$ cat src/rtl/vc_arbiter.sv
// -----------------------------------------------------------------------------
// vc_arbiter
//
// Round-robin arbiter that shares one router output channel among NUM_VC
// virtual-channel requesters. A registered one-hot grant is issued and held
// for the whole packet until the owner signals the end of the packet. A
// starvation guard forcibly withdraws a grant that has been held for
// MAX_HOLD cycles (MAX_HOLD = 0 disables the guard).
//
// Parameters
//   NUM_VC      number of requesting virtual channels (power of two, >= 2)
//   ID_W        width of grant_id, equal to log2(NUM_VC)
//   MAX_HOLD    maximum number of cycles a grant may be held, 0 = unlimited
//
// Ports
//   clk          in   1        rising-edge clock
//   reset        in   1        asynchronous active-low reset
//   en           in   1        advance enable; when low all state is frozen
//   req          in   NUM_VC   per-VC request
//   pkt_release  in   1        owner has sent its tail flit (only used in BUSY)
//   grant        out  NUM_VC   registered one-hot grant, zero when idle
//   grant_valid  out  1        high while any grant is held
//   grant_id     out  ID_W     binary index of the owner, holds when idle
//   preempt      out  1        one-cycle pulse when the guard withdraws a grant
//
// The tail-flit input is named pkt_release because "release" is a reserved
// word in SystemVerilog (force/release) and cannot be used as a port name.
//
// All outputs come straight from flops; there is no combinational path from
// any input to any output.
// -----------------------------------------------------------------------------
module vc_arbiter #(
   parameter int NUM_VC   = 4,
   parameter int ID_W     = 2,
   parameter int MAX_HOLD = 16
) (
   input  logic              clk,
   input  logic              reset,
   input  logic              en,
   input  logic [NUM_VC-1:0] req,
   input  logic              pkt_release,
   output logic [NUM_VC-1:0] grant,
   output logic              grant_valid,
   output logic [ID_W-1:0]   grant_id,
   output logic              preempt
);

   // Hold counter must be able to represent MAX_HOLD itself; keep at least
   // one bit so the design still elaborates with the guard disabled.
   localparam int HCNT_W = (MAX_HOLD < 1) ? 1 : $clog2(MAX_HOLD + 1);

   localparam logic [HCNT_W-1:0] HCNT_ZERO = {HCNT_W{1'b0}};
   localparam logic [HCNT_W-1:0] HCNT_ONE  = {{(HCNT_W-1){1'b0}}, 1'b1};
   localparam logic [HCNT_W-1:0] HCNT_MAX  = HCNT_W'(MAX_HOLD);
   localparam logic [ID_W-1:0]   ID_ZERO   = {ID_W{1'b0}};
   localparam logic [ID_W-1:0]   ID_ONE    = {{(ID_W-1){1'b0}}, 1'b1};
   localparam logic [NUM_VC-1:0] GNT_ZERO  = {NUM_VC{1'b0}};
   localparam logic [NUM_VC-1:0] GNT_ONE   = {{(NUM_VC-1){1'b0}}, 1'b1};
   localparam logic              GUARD_ON  = (MAX_HOLD != 0) ? 1'b1 : 1'b0;

   typedef enum logic [0:0] {
      IDLE = 1'b0,
      BUSY = 1'b1
   } state_t;

   state_t              state_r;
   logic [ID_W-1:0]     ptr_r;
   logic [HCNT_W-1:0]   hcnt_r;
   logic [NUM_VC-1:0]   grant_r;
   logic                grant_valid_r;
   logic [ID_W-1:0]     grant_id_r;
   logic                preempt_r;

   logic                win_found_s;
   logic                win_hit_s;
   logic [ID_W-1:0]     win_id_s;
   logic [ID_W-1:0]     cand_s;
   logic [ID_W-1:0]     next_ptr_s;
   logic                force_s;

   // Round-robin winner: first requesting VC scanning upward from ptr_r.
   // The candidate index is ID_W bits wide, so the addition wraps modulo
   // NUM_VC on its own.
   always_comb begin
      win_found_s = 1'b0;
      win_hit_s   = 1'b0;
      win_id_s    = ptr_r;
      cand_s      = ptr_r;
      for (int k = 0; k < NUM_VC; k++) begin
         cand_s      = ptr_r + ID_W'(k);
         win_hit_s   = (~win_found_s) & req[cand_s];
         win_id_s    = win_hit_s ? cand_s : win_id_s;
         win_found_s = win_found_s | win_hit_s;
      end
   end

   // Pointer after a grant ends: the VC just past the current owner.
   always_comb begin
      next_ptr_s = grant_id_r + ID_ONE;
   end

   // Starvation guard trip condition (release still takes priority).
   always_comb begin
      if (GUARD_ON && (hcnt_r == HCNT_MAX)) begin
         force_s = 1'b1;
      end else begin
         force_s = 1'b0;
      end
   end

   // Arbitration FSM with registered outputs, pointer and hold counter.
   always_ff @(posedge clk or negedge reset) begin
      if (!reset) begin
         state_r       <= IDLE;
         ptr_r         <= ID_ZERO;
         hcnt_r        <= HCNT_ZERO;
         grant_r       <= GNT_ZERO;
         grant_valid_r <= 1'b0;
         grant_id_r    <= ID_ZERO;
         preempt_r     <= 1'b0;
      end else begin
         // preempt is a single-cycle pulse; only the forcing edge sets it.
         preempt_r <= 1'b0;
         if (en) begin
            case (state_r)
               IDLE: begin
                  if (win_found_s) begin
                     grant_r       <= GNT_ONE << win_id_s;
                     grant_valid_r <= 1'b1;
                     grant_id_r    <= win_id_s;
                     hcnt_r        <= HCNT_ONE;
                     state_r       <= BUSY;
                  end else begin
                     state_r <= IDLE;
                  end
               end
               BUSY: begin
                  // req is deliberately ignored here: only the end of the
                  // packet or the guard can end a grant.
                  if (pkt_release) begin
                     grant_r       <= GNT_ZERO;
                     grant_valid_r <= 1'b0;
                     ptr_r         <= next_ptr_s;
                     hcnt_r        <= HCNT_ZERO;
                     state_r       <= IDLE;
                  end else if (force_s) begin
                     grant_r       <= GNT_ZERO;
                     grant_valid_r <= 1'b0;
                     ptr_r         <= next_ptr_s;
                     hcnt_r        <= HCNT_ZERO;
                     preempt_r     <= 1'b1;
                     state_r       <= IDLE;
                  end else if (hcnt_r < HCNT_MAX) begin
                     hcnt_r <= hcnt_r + HCNT_ONE;
                  end else begin
                     hcnt_r <= hcnt_r;
                  end
               end
               default: begin
                  // Unreachable encoding: fall back to a safe idle state.
                  grant_r       <= GNT_ZERO;
                  grant_valid_r <= 1'b0;
                  hcnt_r        <= HCNT_ZERO;
                  state_r       <= IDLE;
               end
            endcase
         end else begin
            // Frozen: a release presented now is intentionally dropped.
            state_r <= state_r;
         end
      end
   end

   assign grant       = grant_r;
   assign grant_valid = grant_valid_r;
   assign grant_id    = grant_id_r;
   assign preempt     = preempt_r;

endmodule

$ cat config.mk
export PLATFORM = sky130hd
export DESIGN_NAME = vc_arbiter
export DESIGN_NICKNAME = d
export VERILOG_FILES = /design/src/rtl/vc_arbiter.sv
export SDC_FILE = /design/constraint.sdc
export NUM_CORES = 1
export LEC_CHECK = 0
export CAP_MARGIN = 25
export CORE_AREA = 5 5 48 50
export DETAILED_ROUTE_END_ITERATION = 16
export DIE_AREA = 0 0 53 55
export PLACE_DENSITY = 0.75
export SETUP_SLACK_MARGIN = 0.4
export SYNTH_ARGS = -nofsm -noshare
export SYNTH_HDL_FRONTEND = slang
export SYNTH_SLANG_ARGS = --single-unit
$ cat constraint.sdc
create_clock -name clk -period 2.15 [get_ports clk]
set_clock_uncertainty 0.2 [all_clocks]
set_input_delay 0.43 -clock clk [delete_from_list [all_inputs] [get_ports clk]]
set_output_delay 0.43 -clock clk [all_outputs]
set_load 0.05 [all_outputs]
# ---- Word-level counts from Yosys, hierarchy flattened
# Index checks and enable logic that the tools add are counted.
dict set report totals {
  elab_cells 72
  in_bits 8
  output_inout_bits 8
  regBits 16
}
dict set report op_classes {
  bitwise_logic 10
  muxes 35
  reduce_logical 5
  shift 1
  addsub 5
  order_cmp 5
  eq_ne 4
}
# cell n
set op_table {}
lappend op_table {{$mux W5} 4}
lappend op_table {{$mux W1} 15}
lappend op_table {{$lt A2 B3 Y1 const B} 4}
lappend op_table {{$mux W4} 3}
lappend op_table {{$reduce_and A3 Y1} 4}
lappend op_table {{$mux W2} 5}
lappend op_table {{$pmux W5 S2} 1}
lappend op_table {{$bmux W1 S2} 4}
lappend op_table {{$pmux W4 S2} 1}
lappend op_table {{$add A5 B1 Y5 const B} 1}
lappend op_table {{$eq A5 B5 Y1 const B} 1}
lappend op_table {{$lt A5 B5 Y1 const B} 1}
lappend op_table {{$add A2 B1 Y2 const B} 2}
lappend op_table {{$add A2 B2 Y2 const B} 2}
lappend op_table {{$ne A4 B2 Y1 const B} 1}
lappend op_table {{$not A1 Y1} 4}
lappend op_table {{$pmux W1 S2} 2}
lappend op_table {{$shl A1 B2 Y4 const A} 1}
lappend op_table {{$and A1 B1 Y1} 3}
lappend op_table {{$ne A3 B2 Y1 const B} 1}
lappend op_table {{$or A1 B1 Y1} 3}
lappend op_table {{$ne A2 B2 Y1 const B} 1}
lappend op_table {{$reduce_bool A2 Y1} 1}

# ---- Depth between registers and ports, before layout
dict set report depth {
  depth_word 14
  ltp_mapped 6
}

# ---- Least setup slack after synthesis
# Ideal clock, no wire load.
dict set report synth_timing {
  path_type {register -> register}
  from {register hcnt_r[0]}
  to {register grant_r[0] (netlist: grant[0])}
  t_required_ns 1.829
  path_slack_ns 0.370
  arrival_ns 1.459
  stages_incl_launch_ff 7
  path_buffers 0
  setup_ns 0.121
  path_cell_list {dfrtp_1 -> inv_1 -> ha_1 -> and4bb_1 -> nor2_1 -> or2_2 -> a32o_2}
}
dict set report synth_between {
  elab_chain_len 4
}
# element line
set synth_rtl {}
lappend synth_rtl {{start, declared} 68} ;# logic [HCNT_W-1:0] hcnt_r;
lappend synth_rtl {{start signal, assigned} 154} ;# hcnt_r <= hcnt_r + HCNT_ONE;
lappend synth_rtl {{start signal, assigned} 156} ;# hcnt_r <= hcnt_r;
lappend synth_rtl {{$eq A5 B5 Y1} 104} ;# if (GUARD_ON && (hcnt_r == HCNT_MAX)) begin
lappend synth_rtl {{$mux W1} 104}
lappend synth_rtl {{$ne A3 B2 Y1 (no source line)} -}
lappend synth_rtl {{$reduce_and A3 Y1 (no source line)} -}
lappend synth_rtl {{end signal, assigned} 128} ;# grant_r <= GNT_ONE << win_id_s;
lappend synth_rtl {{end, declared} 69} ;# logic [NUM_VC-1:0] grant_r;
# No other way between the ends.
# A chain may end at the register's enable or synchronous reset.

# ---- Final worst setup path
dict set report layout_timing {
  from {register hcnt_r[0]}
  to {register grant_r[1] (netlist: grant[1])}
}
# Same word-level chain as after synthesis.

==> results by group <==
Outcome
  • Status: completed

Timing
  • Setup violators final: 0
  • Final worst path period share: 0.811
  • Worst-Margin Slew: 448 ps
  • Relative slew margins: 0.699
  • RSZ-0062 raised after global routing: yes
  • Fmax: 574 MHz
  • Crit path time final: 1740 ps
  • Final Hold Viols: 0
  • PnR worst setup slack: 407 ps
  • Final Max Tran Viols: 0

Cells and area
  • Post-Layout Cell Count: approximately 150
  • Final instance area: 1290 um^2
  • Area added between synthesis and finish: 46.8%
  • Final #Nets: 137
  • Layout cell share with drive strength beyond 1: 0.416
  • # fillers: 137
  • Diodes inserted: 0

Logic synthesis
  • Top-count cell post-synth: dfrtp_1
  • Synth Net Count: 99
  • Top cells by area, synth: dfrtp_1 (46%), o21ai_0 (5.1%), nand2_1 (4.3%)
  • Post-synth EDFFs: 0
  • Yosys reg bits: 16
  • Yosys warns: 0
  • Yosys top cell area share: 0.455
  • Post-synthesis cell count: 89
  • Synth top cells by count: dfrtp_1 (16), nand2_1 (10), o21ai_0 (9)
  • Synth Area per Inst: 9.88 um^2
  • Synthesized area: a little under 900 um^2
  • Ys async rst share: 1.00
  • Synth cell types: 32
  • Sequential share of the synthesized area: 0.455
  • Top FF cell, synth: dfrtp_1
  • Yosys top cell by area: dfrtp_1

Global routing
  • GR Util met3: 0.0429
  • Global route overflow: 0
  • Gr usage total: 0.180
  • First-pass GRT wire length: 3720 um
  • Initial antenna violation count: 0
  • Vias in the first global route: 832
  • Met1 usage: 0.206
  • Busiest layer in global routing: met2
  • Routing usage on met2: 0.302
  • Largest net degree at the start of global routing: 17

Floorplan
  • Die ar.: 2920 um^2
  • # IOs: 16
  • Die Ht: roughly 55 um
  • Initial Util: 0.472
  • Row count: 16
  • Die W: 53 um
  • CORE AREA: 1860 um^2

CTS
  • CTS tree: done
  • Hold buffers post-CTS: 0
  • CTS sink cnt: 16
  • CTS Buf Count: 3
  • Reg clk slew, reported paths: 90 ps
  • Htree depth: 1
  • Clock Root Buffer: clkbuf_4
  • Worst-Skew Late Latency: 290 ps
  • Clock buffer depth: 2

Hold path
  • Worst Hold Class: primary input to asynchronous set/reset pin

Route
  • DR vias/cell: 5.72
  • Antenna Nets Post-Route: 0
  • Routed vias: 869
  • First DRT Iteration DRCs: 27
  • First drt pass iteration count: 4
  • Final WL: 2360 um
  • WL/cell: 15.5 um
  • Remaining DRCs: 0

Place
  • Number of buffers added on ports: 15
  • Pre-CTS setup slack: -62.5 ps
  • GP Congestion: 0.915
  • Placed instance area: 1130 um^2
  • HPWL Detailed: 1620 um
  • Placed cells: 141

Power
  • Leak: 0.577 nW
  • Sw Ratio: 0.450
  • Flop pwr share: 0.359
  • Combinational share of power: 0.522
  • Max IR drop VDD: just under 800 uV
  • Clk pwr share: 0.119
  • Power per standard cell area: about 1100 nW/um^2
  • Overall power: 1.36 mW
  • Psw: 0.613 mW
  • Pint: 0.749 mW

Worst setup path
  • Worst r2r src: hcnt_r[0]$_DFFE_PN0P_
  • Path depth of the worst reg2reg path: 8
  • CP Launch Point: hcnt_r[0]$_DFFE_PN0P_
  • FF-to-FF setup slack: a little over 400 ps
  • Reg2reg end: grant[1]$_DFFE_PN0P_
  • CP Max Fanout: 7
  • Crit. End Element: register
  • Worst path required time: 2120 ps
  • Worst Path Arrival: 1710 ps
  • CP startpoint kind: register
  • WS Path Type: register to register

Flow run
  • Max Cap Violations: 0
[stage by stage]
step | TNS, ps | hold slack (ps) | util
after floorplan | 0 | -65.6 | -
after global placement | -117 | 268 | 0.609
after detailed placement | -351 | 278 | 0.609
after CTS | 0 | 248 | 0.663
after global routing | 0 | 267 | 0.694
final | 0 | 241 | 0.694
[layout by cell type (no fill, tap or decap), types with 3 or more instances in the layout]
| cell type | synthesis | routed |
|---|---|---|
| nor2b_1 | 3 | 3 |
| nor2_1 | 4 | 3 |
| o31ai_1 | 4 | 3 |
| dfrtp_1 | 16 | 15 |
| o21ai_0 | 9 | 6 |
| a21oi_1 | 4 | 4 |
| buf_4 | 0 | 23 |
| nand2_1 | 10 | 10 |
| clkbuf_4 | 0 | 3 |
| clkdlybuf4s15_2 | 0 | 4 |
| clkdlybuf4s15_1 | 0 | 3 |
[power groups by stage]
| stage | Clock, mW | Combinational (mW) | Sequential (mW) |
|---|---|---|---|
| 2_1_floorplan | 0 | 0.222 | 0.653 |
| 3_3_place_gp | 0 | 0.596 | 0.483 |
| 3_5_place_dp | 0 | 0.609 | 0.488 |
| 4_1_cts | 0.162 | 0.657 | 0.480 |
| 5_1_grt | 0.173 | 0.761 | 0.502 |
| 6_report | 0.162 | 0.711 | 0.490 |
[layer usage]
metal	up-vias	part of all wire
met5	-	0
met4	0	0.021
met3	5	0.046
met2	27	0.50
met1	428	0.43
li1	409	-
[flip-flops by register name, summed over array words and instances (netlist names)]
signal and count:
state_r 1, grant 4, preempt 1, grant_id 2, ptr_r 2, hcnt_r 5
grant_valid 1
[cell families (layout without fill, tap and decap cells)]
family / Yosys count / count (layout) / synth area share
flops: 16 / 16 / 0.455
mux: 2 / 2 / 0.0228
simple gates: 36 / 36 / 0.240
xor+xnor: 1 / 1 / 0.00996
fa+ha+maj: 2 / 2 / 0.0284
buf+inv: 5 / 41 / 0.0242
compound gates: 27 / 27 / 0.219
[cell type report]
cell class / count / area, um^2 / share of cell area
Multi-Input combinational cell: 68 / 526 / 0.407
Clock buffer: 3 / 22.5 / 0.0174
Sequential cell: 16 / 402 / 0.311
Inverter: 3 / 11.3 / 0.00872
Timing Repair Buffer: 35 / 297 / 0.230
Tap cell: 27 / 33.8 / 0.0262
[critical path: stages (launching register included)]
cell and delay (ps):
dfrtp_1 410, inv_2 70, ha_4 130, and4bb_4 290, buf_6 120, o211ai_1 80
buf_4 180, nand3_2 60, o31ai_2 70
[how the worst max path moves through the flow]
stage	end	slack [ps]	cells after the start
5_1_grt	hcnt_r[2]$_DFFE_PN0P_	340	6
3_3_place_gp	grant[0]$_DFFE_PN0P_	-30	5
3_5_place_dp	grant[0]$_DFFE_PN0P_	-60	5
4_1_cts	grant[2]$_DFFE_PN0P_	360	6
6_report	grant[1]$_DFFE_PN0P_	410	8
2_1_floorplan	hcnt_r[2]$_DFFE_PN0P_	380	5
[repair_timing]
item	4_1_cts	5_1_grt
setup buffers	6	2
resized for setup	26	15
endpoints found under the setup margin	18	13
pin swaps	9	5
(Power assumes the default switching activity.)
==> RTL edit 1: new RTL, config.mk and constraints unchanged <==
Set the parameter `MAX_HOLD` to 32 (it was 16).
--- a/src/rtl/vc_arbiter.sv
+++ b/src/rtl/vc_arbiter.sv
@@ -32,7 +32,7 @@
 module vc_arbiter #(
    parameter int NUM_VC   = 4,
    parameter int ID_W     = 2,
-   parameter int MAX_HOLD = 16
+   parameter int MAX_HOLD = 32
 ) (
    input  logic              clk,
    input  logic              reset,
Behaviour: same outputs for any inputs over 10 cycles, from zero or initial values and one cycle with reset low; that may be too few to reach the edited logic, so the function may still have changed.
==> RTL edit 1 against the unedited design <==
  * Worst hold slack better by 0.013 ns
  * Total power decreased by 12%
  * Highest routed layer unchanged
  * Via count up 0.69%
  * Largest power group unchanged
  * Sequential share of layout area increased by 0.38 points
  * Sequential power down 4%
  * Synthesized area up 6.1%
  * Setup slack got worse by 0.20 ns
  * Sequential cell count up 1
  * Critical path depth fell by 2
  * Routed wire length rose by 4.7%
  * Design area grew 4.7%
==> RTL edit 1: results <==
[synthesis]
synth-compound-area-share = 0.261
synth_mux_area_frac = 0.0228
synth.area.top_cells = "dfrtp_1 (46%), a21oi_1 (4.8%), o21ai_0 (3.8%)"
yosysSeqAreaShare = 0.456
yosys.cell_types.count = 36
synth_adder_area_share = 0.0268
synth.top_cells.by_count = "dfrtp_1 (17), a21oi_1 (9), o21ai_0 (7)"
synth-xor-area-share = 0.00938

[power]
peakVddDrop_mv = 0.540
power.leakage_uw = 0.000596

[global_routing]
groute.usage.overall = 0.186
grt_pass1_vias = 858
grt_pass1_wl_um = 3950

[final_layout]
nets = 142
largest_reg_flops = 6
fillers = 135

[setup_path]
crit_fanout = 3
worst-r2r-cell-count = 6
cp.arrival_ns = 1.93
timing.rr.start = "hcnt_r[1]"
r2r-end = "ptr_r[1]"
crit_family = "simple AND/OR/NAND/NOR gates"

[clocking]
postCtsResizedCells = 29
cts_setup_buffers = 10

[routing]
wl_per_cell_um = 15.7
wl_met3_um = 108
wl_met2_um = 1170
routed_via_density = 5.54

[placed_design]
dp_slack_ns = -0.131
dp_hpwl_um = 1520
placed_area_um2 = 1170
gp_congestion = 0.776

[status]
outcome = "completed"

[timing]
layout_setup_ws_ns = 0.208
RTL edit 1: stage by stage:
stage	hold slack [ns]	util	instances
after floorplan	-0.0656	-	93
after global placement	0.291	0.627	140
after detailed placement	0.281	0.627	140
after CTS	0.246	0.702	154
after global routing	0.254	0.726	158
final	0.254	0.726	158
RTL edit 1: per-layer routing:
metal / vias up / global-route usage
li1: 418 / -
met1: 426 / 0.245
met2: 27 / 0.312
met3: 4 / 0.0295
met4: 0 / 0.0638
met5: - / 0
RTL edit 1: where the power goes:
group | internal (µW) | total [µW] | switching, µW
Combinational | 235 | 552 | 317
Sequential | 390 | 471 | 80.3
Clock | 69.2 | 173 | 104
RTL edit 1: cell type report:
type,count,area (µm²),area share
well taps,27,33.8,0.0250
inverters,5,18.8,0.0139
clock inverters,1,5.00,0.00370
clock buffers,3,22.5,0.0167
flip-flops and latches,17,425,0.315
multi-input cells,70,538,0.398
repair buffers,35,308,0.228
==> RTL edit 2: new RTL, config.mk and constraints unchanged <==
Made on the original files. One comparison of `hcnt_r` changes from == to >=.
--- a/src/rtl/vc_arbiter.sv
+++ b/src/rtl/vc_arbiter.sv
@@ -101,7 +101,7 @@
 
    // Starvation guard trip condition (release still takes priority).
    always_comb begin
-      if (GUARD_ON && (hcnt_r == HCNT_MAX)) begin
+      if (GUARD_ON && (hcnt_r >= HCNT_MAX)) begin
          force_s = 1'b1;
       end else begin
          force_s = 1'b0;
Check against the original RTL: same outputs for any inputs over 10 cycles, from zero or initial values and one cycle with reset low; that may be too few to reach the edited logic, so the function may still have changed.
==> RTL edit 2 against the unedited design <==
  * Routed wire length fell by 20%
  * Largest power group unchanged
  * Total power shrank 20%
  * Cell count shrank 9.2%
  * Setup slack better by 0.043 ns
  * First-iteration DRC count is 85% lower
  * Design area down 12%
  * Sequential cell count stayed put
  * Clock power increased by 24%
  * Synthesized area down 6.1%
  * Critical endpoint is now ptr_r[1]
==> RTL edit 2: results <==
[clocking]
cts_setup_buffers = 0
cts.path.max_buffers = 2
clk_latency_ns = 0.29
clkTransAtPathRegs_ns = 0.10
cts_buffers = 3
h-tree-depth = 1
clockRootBuffer = "clkbuf_4"

[placed_design]
dp_slack_ns = -0.110
placed_area_um2 = 1080
gp_congestion = 0.762
dp.cells = 134
dp_hpwl_um = 1400

[timing]
worst_hold_slack_ns = 0.240
relSlewSlack = 0.710
layout_setup_ws_ns = 0.450

[setup_path]
startpoint = "en"
crit_fanout = 5
timing.rr.start = "ptr_r[1]"
cp_slowest_cell = "clkdlybuf4s50_1"
r2r_slack_ns = 0.54
crit_family = "buffers and inverters"
worst-r2r-cell-count = 4
crit_end = "ptr_r[1]"
cpPeakStageDelay_ns = 0.51
r2r-end = "grant_id[1]"
cp.arrival_ns = 1.67

[global_routing]
grt_max_degree = 17
grt_pass1_vias = 698
antenna_found_initial = 0
groute.usage.overall = 0.151
grt_pass1_wl_um = 3060

[synthesis]
yosys.cell_types.count = 31
synth-main-ff-cell = "dfrtp_1"
synthCells = 82
async_flop_share = 1.00
synth.area.top_cells = "dfrtp_1 (48%), o21ai_0 (5.5%), nand2_1 (4.1%)"
synth-warning-count = 0
yosysSeqAreaShare = 0.485
synth.top_cells.by_count = "dfrtp_1 (16), nand2_1 (9), o21ai_0 (9)"
synth_nets = 92

[power]
switching_share = 0.406
total_power_uw = 1080
power.clock.fraction = 0.186
peakVddDrop_mv = 0.520
comb-power_uw = 442
power.leakage_uw = 0.000522

[routing]
drtIter0Drc = 4
wl_per_cell_um = 13.7
wirelength_um = 1900
first_pass_iters = 4
routed_via_density = 5.29

[final_layout]
drive_gt1_frac = 0.342
fillers = 160
regMostFlops = "hcnt_r"
register_area_um2 = 400
n_antenna_cell = 0
nets = 122

[status]
outcome = "completed"
==> RTL edit 2: routing by layer <==
| layer | wire length (µm) | global-route usage |
|---|---|---|
| met5 | 0 | 0 |
| met4 | 47 | 0.115 |
| met3 | 71 | 0.0241 |
| met2 | 916 | 0.254 |
| met1 | 862 | 0.173 |
==> RTL edit 2: cell type report <==
cell class / count / area share
multi-input combinational: 62 / 0.386
sequential: 16 / 0.352
timing repair buffer: 26 / 0.190
clock buffer: 4 / 0.0319
tap: 27 / 0.0297
inverter: 3 / 0.00990
==> RTL edit 2: logic make-up (layout without fill, tap and decap cells) <==
family,count (synthesis),after routing,share of synthesized area
buffers and inverters,4,33,0.0182
and+or+nand+nor,32,32,0.221
adders and majority gates,2,2,0.0303
xor gates and xnor gates,1,1,0.0106
AOI/OAI and AO/OA,26,26,0.221
DFF,16,16,0.485
muxes,1,1,0.0136
==> RTL edit 2: repair_timing <==
item	CTS	global route
cloned	0	0
hold endpoints to repair	0	0
setup endpoints to repair	14	7
pin swaps	3	3
resized for setup	21	6
